==> src/rtl/mips_ctrl_pkg.sv <==
// Shared encodings for the multicycle MIPS control unit: opcodes, ALUop classes,
// datapath mux selects and FSM state codes.
package mips_ctrl_pkg;

  localparam logic [5:0] OP_RTYPE = 6'b000000;
  localparam logic [5:0] OP_ADDI  = 6'b001000;
  localparam logic [5:0] OP_SUBI  = 6'b101010;
  localparam logic [5:0] OP_LW    = 6'b100011;
  localparam logic [5:0] OP_SW    = 6'b101011;
  localparam logic [5:0] OP_BEQ   = 6'b000100;
  localparam logic [5:0] OP_BNE   = 6'b000101;
  localparam logic [5:0] OP_BGT   = 6'b000111;
  localparam logic [5:0] OP_BLT   = 6'b000001;
  localparam logic [5:0] OP_J     = 6'b000010;

  localparam logic [2:0] ALUOP_ADD = 3'b000;
  localparam logic [2:0] ALUOP_SUB = 3'b001;
  localparam logic [2:0] ALUOP_R   = 3'b010;
  localparam logic [2:0] ALUOP_BNE = 3'b011;
  localparam logic [2:0] ALUOP_BGT = 3'b111;
  localparam logic [2:0] ALUOP_BLT = 3'b101;

  localparam logic [1:0] SRCB_RB      = 2'b00;
  localparam logic [1:0] SRCB_FOUR    = 2'b01;
  localparam logic [1:0] SRCB_IMM     = 2'b10;
  localparam logic [1:0] SRCB_IMM_SH2 = 2'b11;

  localparam logic [1:0] PCSRC_ALU    = 2'b00;
  localparam logic [1:0] PCSRC_ALUOUT = 2'b01;
  localparam logic [1:0] PCSRC_JUMP   = 2'b10;

  typedef enum logic [3:0] {
    StFetch   = 4'd0,
    StDecode  = 4'd1,
    StMemAddr = 4'd2,
    StMemRd   = 4'd3,
    StMemWb   = 4'd4,
    StMemWr   = 4'd5,
    StExecR   = 4'd6,
    StRWb     = 4'd7,
    StExecI   = 4'd8,
    StIWb     = 4'd9,
    StBranch  = 4'd10,
    StJump    = 4'd11,
    StTrap    = 4'd12
  } state_e;

  // BEQ compares by subtraction; the other branches have their own ALU classes.
  function automatic logic [2:0] branch_aluop(logic [5:0] op);
    case (op)
      OP_BNE:  return ALUOP_BNE;
      OP_BGT:  return ALUOP_BGT;
      OP_BLT:  return ALUOP_BLT;
      default: return ALUOP_SUB;
    endcase
  endfunction

endpackage

==> src/rtl/retire_counter.sv <==
// Retired-instruction counter: synchronous clear, single-step increment, wraps freely.
module retire_counter #(
  parameter int unsigned CNT_W = 32
) (
  input  logic             clk_i,
  input  logic             clr_i,
  input  logic             inc_i,
  output logic [CNT_W-1:0] count_o
);

  logic [CNT_W-1:0] count_q;

  always_ff @(posedge clk_i) begin
    if (clr_i) begin
      count_q <= '0;
    end else if (inc_i) begin
      count_q <= count_q + CNT_W'(1);
    end
  end

  assign count_o = count_q;

endmodule

==> src/rtl/multicycle_control_unit.sv <==
// Multicycle MIPS control FSM with memory-ready handshake and retire counter.
// Define ILLEGAL_OP_TRAP_EN to trap illegal opcodes instead of retiring them as NOPs.
module multicycle_control_unit
  import mips_ctrl_pkg::*;
#(
  parameter int unsigned OP_W    = 6,
  parameter int unsigned ALUOP_W = 3,
  parameter int unsigned CNT_W   = 32
) (
  input  logic               clk,
  input  logic               rst,
  input  logic [OP_W-1:0]    op,
  input  logic               mem_ready,
  output logic               PCWrite,
  output logic               PCWriteCond,
  output logic               IorD,
  output logic               MemRead,
  output logic               MemWrite,
  output logic               IRWrite,
  output logic               MemtoReg,
  output logic               RegDst,
  output logic               RegWrite,
  output logic               ALUSrcA,
  output logic [1:0]         ALUSrcB,
  output logic [1:0]         PCSource,
  output logic [ALUOP_W-1:0] ALUop,
  output logic [3:0]         state_o,
  output logic               instr_done,
  output logic [CNT_W-1:0]   retired,
  output logic               exc
);

  state_e            state_q, state_d;
  logic [OP_W-1:0]   op_q;
  logic [2:0]        aluop;
  logic              retire;
  logic [CNT_W-1:0]  count;

  // op is only valid in DECODE, so later states work from the captured copy.
  always_ff @(posedge clk) begin
    if (rst) begin
      state_q <= StFetch;
      op_q    <= '0;
    end else begin
      state_q <= state_d;
      if (state_q == StDecode) begin
        op_q <= op;
      end
    end
  end

  always_comb begin
    state_d     = state_q;
    retire      = 1'b0;
    PCWrite     = 1'b0;
    PCWriteCond = 1'b0;
    IorD        = 1'b0;
    MemRead     = 1'b0;
    MemWrite    = 1'b0;
    IRWrite     = 1'b0;
    MemtoReg    = 1'b0;
    RegDst      = 1'b0;
    RegWrite    = 1'b0;
    ALUSrcA     = 1'b0;
    ALUSrcB     = SRCB_RB;
    PCSource    = PCSRC_ALU;
    aluop       = ALUOP_ADD;
    exc         = 1'b0;

    case (state_q)
      StFetch: begin
        MemRead = 1'b1;
        ALUSrcB = SRCB_FOUR;
        if (mem_ready) begin
          IRWrite = 1'b1;
          PCWrite = 1'b1;
          state_d = StDecode;
        end
      end
      StDecode: begin
        ALUSrcB = SRCB_IMM_SH2;
        case (op)
          OP_RTYPE:                      state_d = StExecR;
          OP_ADDI, OP_SUBI:              state_d = StExecI;
          OP_LW, OP_SW:                  state_d = StMemAddr;
          OP_BEQ, OP_BNE, OP_BGT, OP_BLT: state_d = StBranch;
          OP_J:                          state_d = StJump;
          default: begin
`ifdef ILLEGAL_OP_TRAP_EN
            state_d = StTrap;
`else
            retire = 1'b1;
`endif
          end
        endcase
      end
      StExecR: begin
        ALUSrcA = 1'b1;
        ALUSrcB = SRCB_RB;
        aluop   = ALUOP_R;
        state_d = StRWb;
      end
      StRWb: begin
        RegDst   = 1'b1;
        RegWrite = 1'b1;
        retire   = 1'b1;
      end
      StExecI: begin
        ALUSrcA = 1'b1;
        ALUSrcB = SRCB_IMM;
        aluop   = (op_q == OP_SUBI) ? ALUOP_SUB : ALUOP_ADD;
        state_d = StIWb;
      end
      StIWb: begin
        RegWrite = 1'b1;
        retire   = 1'b1;
      end
      StMemAddr: begin
        ALUSrcA = 1'b1;
        ALUSrcB = SRCB_IMM;
        state_d = (op_q == OP_SW) ? StMemWr : StMemRd;
      end
      StMemRd: begin
        MemRead = 1'b1;
        IorD    = 1'b1;
        if (mem_ready) begin
          state_d = StMemWb;
        end
      end
      StMemWb: begin
        RegWrite = 1'b1;
        MemtoReg = 1'b1;
        retire   = 1'b1;
      end
      StMemWr: begin
        MemWrite = 1'b1;
        IorD     = 1'b1;
        retire   = mem_ready;
      end
      StBranch: begin
        ALUSrcA     = 1'b1;
        ALUSrcB     = SRCB_RB;
        PCSource    = PCSRC_ALUOUT;
        PCWriteCond = 1'b1;
        aluop       = branch_aluop(op_q);
        retire      = 1'b1;
      end
      StJump: begin
        PCSource = PCSRC_JUMP;
        PCWrite  = 1'b1;
        retire   = 1'b1;
      end
`ifdef ILLEGAL_OP_TRAP_EN
      StTrap: begin
        exc = 1'b1;
      end
`endif
      default: state_d = StFetch;
    endcase

    if (retire) begin
      state_d = StFetch;
    end
    instr_done = retire;
    ALUop      = ALUOP_W'(aluop);
    state_o    = state_q;

    // Reset forces every output low, including any write strobe of the current state.
    if (rst) begin
      PCWrite     = 1'b0;
      PCWriteCond = 1'b0;
      IorD        = 1'b0;
      MemRead     = 1'b0;
      MemWrite    = 1'b0;
      IRWrite     = 1'b0;
      MemtoReg    = 1'b0;
      RegDst      = 1'b0;
      RegWrite    = 1'b0;
      ALUSrcA     = 1'b0;
      ALUSrcB     = '0;
      PCSource    = '0;
      ALUop       = '0;
      state_o     = '0;
      instr_done  = 1'b0;
      exc         = 1'b0;
    end
  end

  retire_counter #(
    .CNT_W (CNT_W)
  ) u_retire_counter (
    .clk_i   (clk),
    .clr_i   (rst),
    .inc_i   (instr_done),
    .count_o (count)
  );

  assign retired = rst ? '0 : count;

endmodule

==> config.mk <==
export PLATFORM = sky130hd
export DESIGN_NAME = multicycle_control_unit
export DESIGN_NICKNAME = d
export VERILOG_FILES = /design/src/rtl/mips_ctrl_pkg.sv /design/src/rtl/retire_counter.sv /design/src/rtl/multicycle_control_unit.sv
export SDC_FILE = /design/constraint.sdc
export NUM_CORES = 1
export LEC_CHECK = 0
export BUFFER_PORTS_ARGS = -buffer_cell sky130_fd_sc_hd__buf_2
export CAP_MARGIN = 20
export CORE_MARGIN = 2
export CORE_UTILIZATION = 58
export DETAILED_ROUTE_END_ITERATION = 16
export HOLD_SLACK_MARGIN = 0.1
export PLACE_DENSITY = 0.86
export SKIP_CTS_REPAIR_TIMING = 1
export SLEW_MARGIN = 0
export SYNTH_ARGS = -nofsm -noshare
export SYNTH_HDL_FRONTEND = slang
export SYNTH_HIERARCHICAL = 1
export SYNTH_SLANG_ARGS = --single-unit
==> constraint.sdc <==
create_clock -name clk -period 6.8 [get_ports clk]
set_input_delay 1.02 -clock clk [delete_from_list [all_inputs] [get_ports clk]]
set_output_delay 1.02 -clock clk [all_outputs]
set_load 0.01 [all_outputs]
# Word level (Yosys, flattened, before mapping)
# Index checks and enable logic that the tools add are counted.
# word_totals
regBits	42
input_bits	9
output_inout_bits	55
word_cells	87
# op_classes
n_addsub	1
eq_ne	28
mux	39
n_bitwise	1
reduce_logical	15
# op_table
cell	n
32-bit by 1-bit adder with 32-bit output (second input constant)	1
32-bit 2-to-1 mux	1
6-bit by 3-bit equality test with 1-bit output (second input constant)	5
6-bit equality test (second input constant)	5
4-bit one-hot mux with 7 select lines	1
1-bit 2-to-1 mux	23
4-bit one-hot mux with 5 select lines	1
3-bit one-hot mux with 3 select lines	2
4-bit by 3-bit equality test with 1-bit output (second input constant)	4
4-bit equality test (second input constant)	4
6-bit by 1-bit equality test with 1-bit output (second input constant)	2
4-bit 2-to-1 mux	3
2-bit OR reduction	6
10-bit OR reduction	1
4-bit by 2-bit equality test with 1-bit output (second input constant)	2
4-bit OR reduction	2
6-bit by 2-bit equality test with 1-bit output (second input constant)	1
6-bit by 4-bit equality test with 1-bit output (second input constant)	1
6-bit zero test	1
3-bit 2-to-1 mux	2
6-bit by 1-bit != test with 1-bit output (second input constant)	1
2-bit one-hot mux with 3 select lines	1
6-bit OR reduction	1
5-bit OR reduction	1
other kinds (10)	12

# Longest topological paths before layout
# depth
word_depth	5
depth_mapped	12
mapped_depth_nobuf	9

# Modules after synthesis
# Netlist, hierarchy kept.
# modules_own_cells
mod	instances	cells_per_inst	area_per_inst_um2	seq_area_each_um2
retire_counter	1	181	1564.0	640.6
multicycle_control_unit	1	173	1133.6	200.2

# Worst setup path after synthesis
# Ideal clock, no wire load.
# synth_timing
kind	input to register
startpoint	input op[5]
endpoint	register u_retire_counter.count_q[27], in the netlist u_retire_counter/count_o[27]
setup_time_ns	0.121
t_arrival_ns	3.389
required_time_ns	6.679
slack_ns	3.290
stages	11
path_buffers	3
path_cell_list	buf_6 a21oi_1 o22ai_1 or3_1 a21oi_1 buf_2 and4_1 buf_2 nand4_1 nor3b_1 mux2_2
# synth_between
elab_chain_len	5
elab_cells_between_ends	14
classes_between	eq/ne: 9; mux: 3; reduce/logical: 2
# synth_rtl
element	line	rtl
start: declaration	multicycle_control_unit.sv:12	input logic [OP_W-1:0] op,
6-bit by 2-bit equality test with 1-bit output (tied with other cells)	multicycle_control_unit.sv:82	case (op)
10-bit OR reduction (no source line) (*)	n/a	
1-bit 2-to-1 mux (*)	multicycle_control_unit.sv:82	
1-bit one-hot mux with 3 select lines (*)	multicycle_control_unit.sv:70	case (state_q)
1-bit 2-to-1 mux (*)	multicycle_control_unit.sv:169	if (rst) begin
named net instr_done	multicycle_control_unit.sv:28	output logic instr_done,
end signal: assignment	retire_counter.sv:17	count_q <= count_q + CNT_W'(1);
end: declaration	retire_counter.sv:11	logic [CNT_W-1:0] count_q;
# Mark *: on every way through the listed nets, which the timed path passes. The rest lies on a longest branch.
# A chain may end at the register's enable or synchronous reset.

# Final worst setup path
# layout_timing
startpoint	input op[5]
endpoint	register u_retire_counter.count_q[28], in the netlist u_retire_counter/count_o[28]
# layout_between
elab_chain_len	5
elab_cells_between_ends	14
classes_between	eq/ne: 9; mux: 3; reduce/logical: 2
# layout_rtl
element	line
6-bit by 2-bit equality test with 1-bit output (tied with other cells)	multicycle_control_unit.sv:82
10-bit OR reduction (no source line) (*)	n/a
1-bit 2-to-1 mux (*)	multicycle_control_unit.sv:82
1-bit one-hot mux with 3 select lines (*)	multicycle_control_unit.sv:70
1-bit 2-to-1 mux (*)	multicycle_control_unit.sv:169
# Mark *: on every way between the ends. The rest lies on a longest branch, timed or not.

==> impl_results.md <==
- Worst R2R Path Depth: 7
- Largest family of logic cells by synthesized area: simple AND/OR/NAND/NOR gates
- Relative slew slack: a little over half
- Width of the chip: 72.20 um
- DP Worst Slack: approximately 2.8 ns
- CP Capture Type: flop
- Final Skew: 0.004271 ns
- Initial antenna violation count: 0
- Clock Tree Buf Depth: 2
- Worst Path Required: approximately 7.0 ns
- Power Total: 684.0 uW
- VDD IR max: 170.1 uV
- CP max stage delay: 0.58 ns
- XOR/XNOR share of the synthesized area: under 10%
- Placed cell count: about 440
- TritonCTS clock tree: built
- Final cycle utilization of the critical path: 56.63%
- Stages on worst setup path: 10
- Peak Freq: 259.7 MHz
- Slew Limit Fails: 0
- WS Path Type: input pin to flop
- Fin crit period: 3.851 ns
- Number of synthesized flops with an enable pin: 0
- Layout area overhead: 13.40%
- Synth area leaders: dfxtp_1 31%, nor2b_1 10%, nor2_1 5.1%, a21oi_1 4.3%, mux2_2 3.8%
- Seq cells post-synth: 42
- Total CTS buffers: 5
- Number of distinct library cells after synthesis: 52
- CP cell instances: buf_2 -> nor3_1 -> a21oi_1 -> o22ai_1 -> or3_1 -> a21oi_1 -> and4_1 -> nand4_1 -> nor3_1 -> mux2_2
- Layout net count: 408
- Worst-Margin Slew: 0.6754 ns
- Final Wtd Congestion: 0.8735
- Syn_area_per_cell: 7.620 sq um
- Worst skew pair latency: 0.29 ns
- Cell Area, Synth: 2698 sq um
- Antenna Nets Post-Route: 0
- Boundary pin count: 64
- Slowest CP cell: a21oi_1
- Total grt overflow: 0
- Final setup violation count: 0
- I/O Buffers: 62
- DP Area: between 2000 and 3000 sq um
- Final hold viol count: 0
- HP Class: flop to flop
- Synth top area share: 31.17%
- Clk sinks: 42
- Post-synthesis async set-or-reset flop share: 0%
- Fraction of layout cells with a size suffix above 1: 22.81%
- First-pass GRT wire length: 9.708 mm
- Post-synthesis compound-gate area fraction: 10.25%
- Reg clk slew, reported paths: 0.08 ns
- Drt pass-1 iters: 4
- Syn_nets: ~360
- DRC: 0
- Lkg Pwr: 1.276 nW
- Design area: 3059 sq um
- Synth Instances: 354
- Die H: 72.20 um
- Critical path arrival: 4.04 ns
- Inserted Diodes: 0
- Row Count: 24
- Maximum Capacitance Violations: 0
- Vias post-DR: about 2600
- Post-synthesis simple-gate area fraction: about two fifths
- Mux contribution to synthesized area: 4.963%
- Largest net degree at the start of global routing: 56
- Hold path depth: 2
- Crit path max-delay family: simple AND/OR/NAND/NOR gates
- Non-filler cells, final: 451
- Power Dens Cells: roughly 220 nW/um^2
- Post-synth top cells: 45 x nor2b_1, 42 x dfxtp_1, 37 x nor2_1
- CTS Root Cell: clkbuf_8
- H-tree depth: 2
- Starting Density: 61.11%
- Initial DRC count: 133
- FF+latch area: 840.8 sq um
- GR Util All Layers: 22.84%
- Via density: 5.778
- Largest area contributor in the synthesized netlist: dfxtp_1
- Seq/Total Area, Yosys: 31.17%
- Startpoint Class: input pin
- Final worst setup slack: 2.949 ns
- Worst Path Buf+Inv: 1
- Multi-input gate area: about 1700 sq um
- Core Util, Final: 69.30%
- Main synth FF type: dfxtp_1
- Die area: 5213 sq um
- WL per Instance: 13.23 um
- Setup TNS: 0 ns
- Crit Path Max Fanout: 9
- Yosys warns: 6
- DP HPWL: 4.209 mm
- RSZ-0062 raised after global routing: false
- Vias in the first global route: 2268
- Adder-Cell Fraction of Synth Area: 0.8813%
- Core ar.: 4414 sq um
- Most frequent cell after synthesis: nor2b_1
- Fin Hold WS: 0.4779 ns
- Status: complete, no violations
- Routed WL: 5.966 mm
- FILL cells: about 380
==> worst reg2reg max path: cells and delay by family (launching register included) <==
| kind | cells | cell delay (ns) |
|---|---|---|
| AOI/OAI and AO/OA | 1 | 0.58 |
| and+or+nand+nor | 5 | 2.07 |
| DFF | 1 | 0.65 |
| muxes | 1 | 0.35 |
==> per-layer routing <==
| metal | vias up | part of all wire (%) | wire (um) | track usage [%] |
|---|---|---|---|---|
| li1 | 1308 | - | - | - |
| met1 | 1209 | 45 | 2695 | 28.08 |
| met2 | 83 | 48 | 2865 | 39.65 |
| met3 | 6 | 5.8 | 346 | 5.139 |
| met4 | 0 | 0.99 | 59 | 7.128 |
| met5 | - | 0 | 0 | 0 |
==> flip-flops by register name, indices dropped and copies added, names as in the netlist <==
| register | flops |
|---|---|
| state_q | 4 |
| op_q | 6 |
| u_retire_counter/count_o | 32 |
==> worst paths after layout <==
check,startpoint,to,slack [ns]
worst min register to register,op_q[3]$_SDFFE_PP0N_,op_q[3]$_SDFFE_PP0N_,0.48
worst max-delay path,op[5],u_retire_counter/count_o[28]$_SDFFE_PP0P_,2.95
worst min-delay path,op_q[3]$_SDFFE_PP0N_,op_q[3]$_SDFFE_PP0N_,0.48
worst max register to register,state_q[0]$_SDFFE_PP0P_,u_retire_counter/count_o[28]$_SDFFE_PP0P_,3.05
==> power by group <==
| part | switching [mW] | internal, mW | total, mW |
|---|---|---|---|
| logic | 0.109 | 0.0820 | 0.191 |
| clock network | 0.0835 | 0.103 | 0.186 |
| registers | 0.0427 | 0.264 | 0.307 |
| total | 0.235 | 0.449 | 0.684 |
==> logic make-up (layout without fill, tap and decap cells) <==
| group | count (synthesis) | after routing |
|---|---|---|
| other cells | 1 | 1 |
| mux | 12 | 12 |
| compound gates | 46 | 46 |
| fa+ha+maj | 2 | 2 |
| buf+inv | 36 | 81 |
| xor+xnor | 17 | 17 |
| simple gates | 198 | 198 |
| flops | 42 | 42 |
==> cell type report <==
type / count / share of cell area [%]
inverters: 10 / 1.227
flip-flops and latches: 42 / 27.48
clock buffers: 8 / 3.599
well taps: 52 / 2.127
multi-input cells: 276 / 55.17
repair buffers: 63 / 10.39
==> placed cells by master (no fill, tap or decap), drive strengths merged, types with 2 or more instances in the layout <==
cell type  count
a211o          2
a211oi         2
a21oi         24
and3           6
and4           3
buf           63
clkbuf         8
dfxtp         42
inv           10
mux2          11
nand2         26
nand2b         7
nand3         12
nand4         13
nor2          37
nor2b         45
nor3          18
nor3b          3
nor4           7
nor4b          2
o21ai          8
o31ai          3
or2            3
or3            9
or4            4
xnor2          7
xor2          10
No activity file was read; power rests on OpenSTA's default activity.
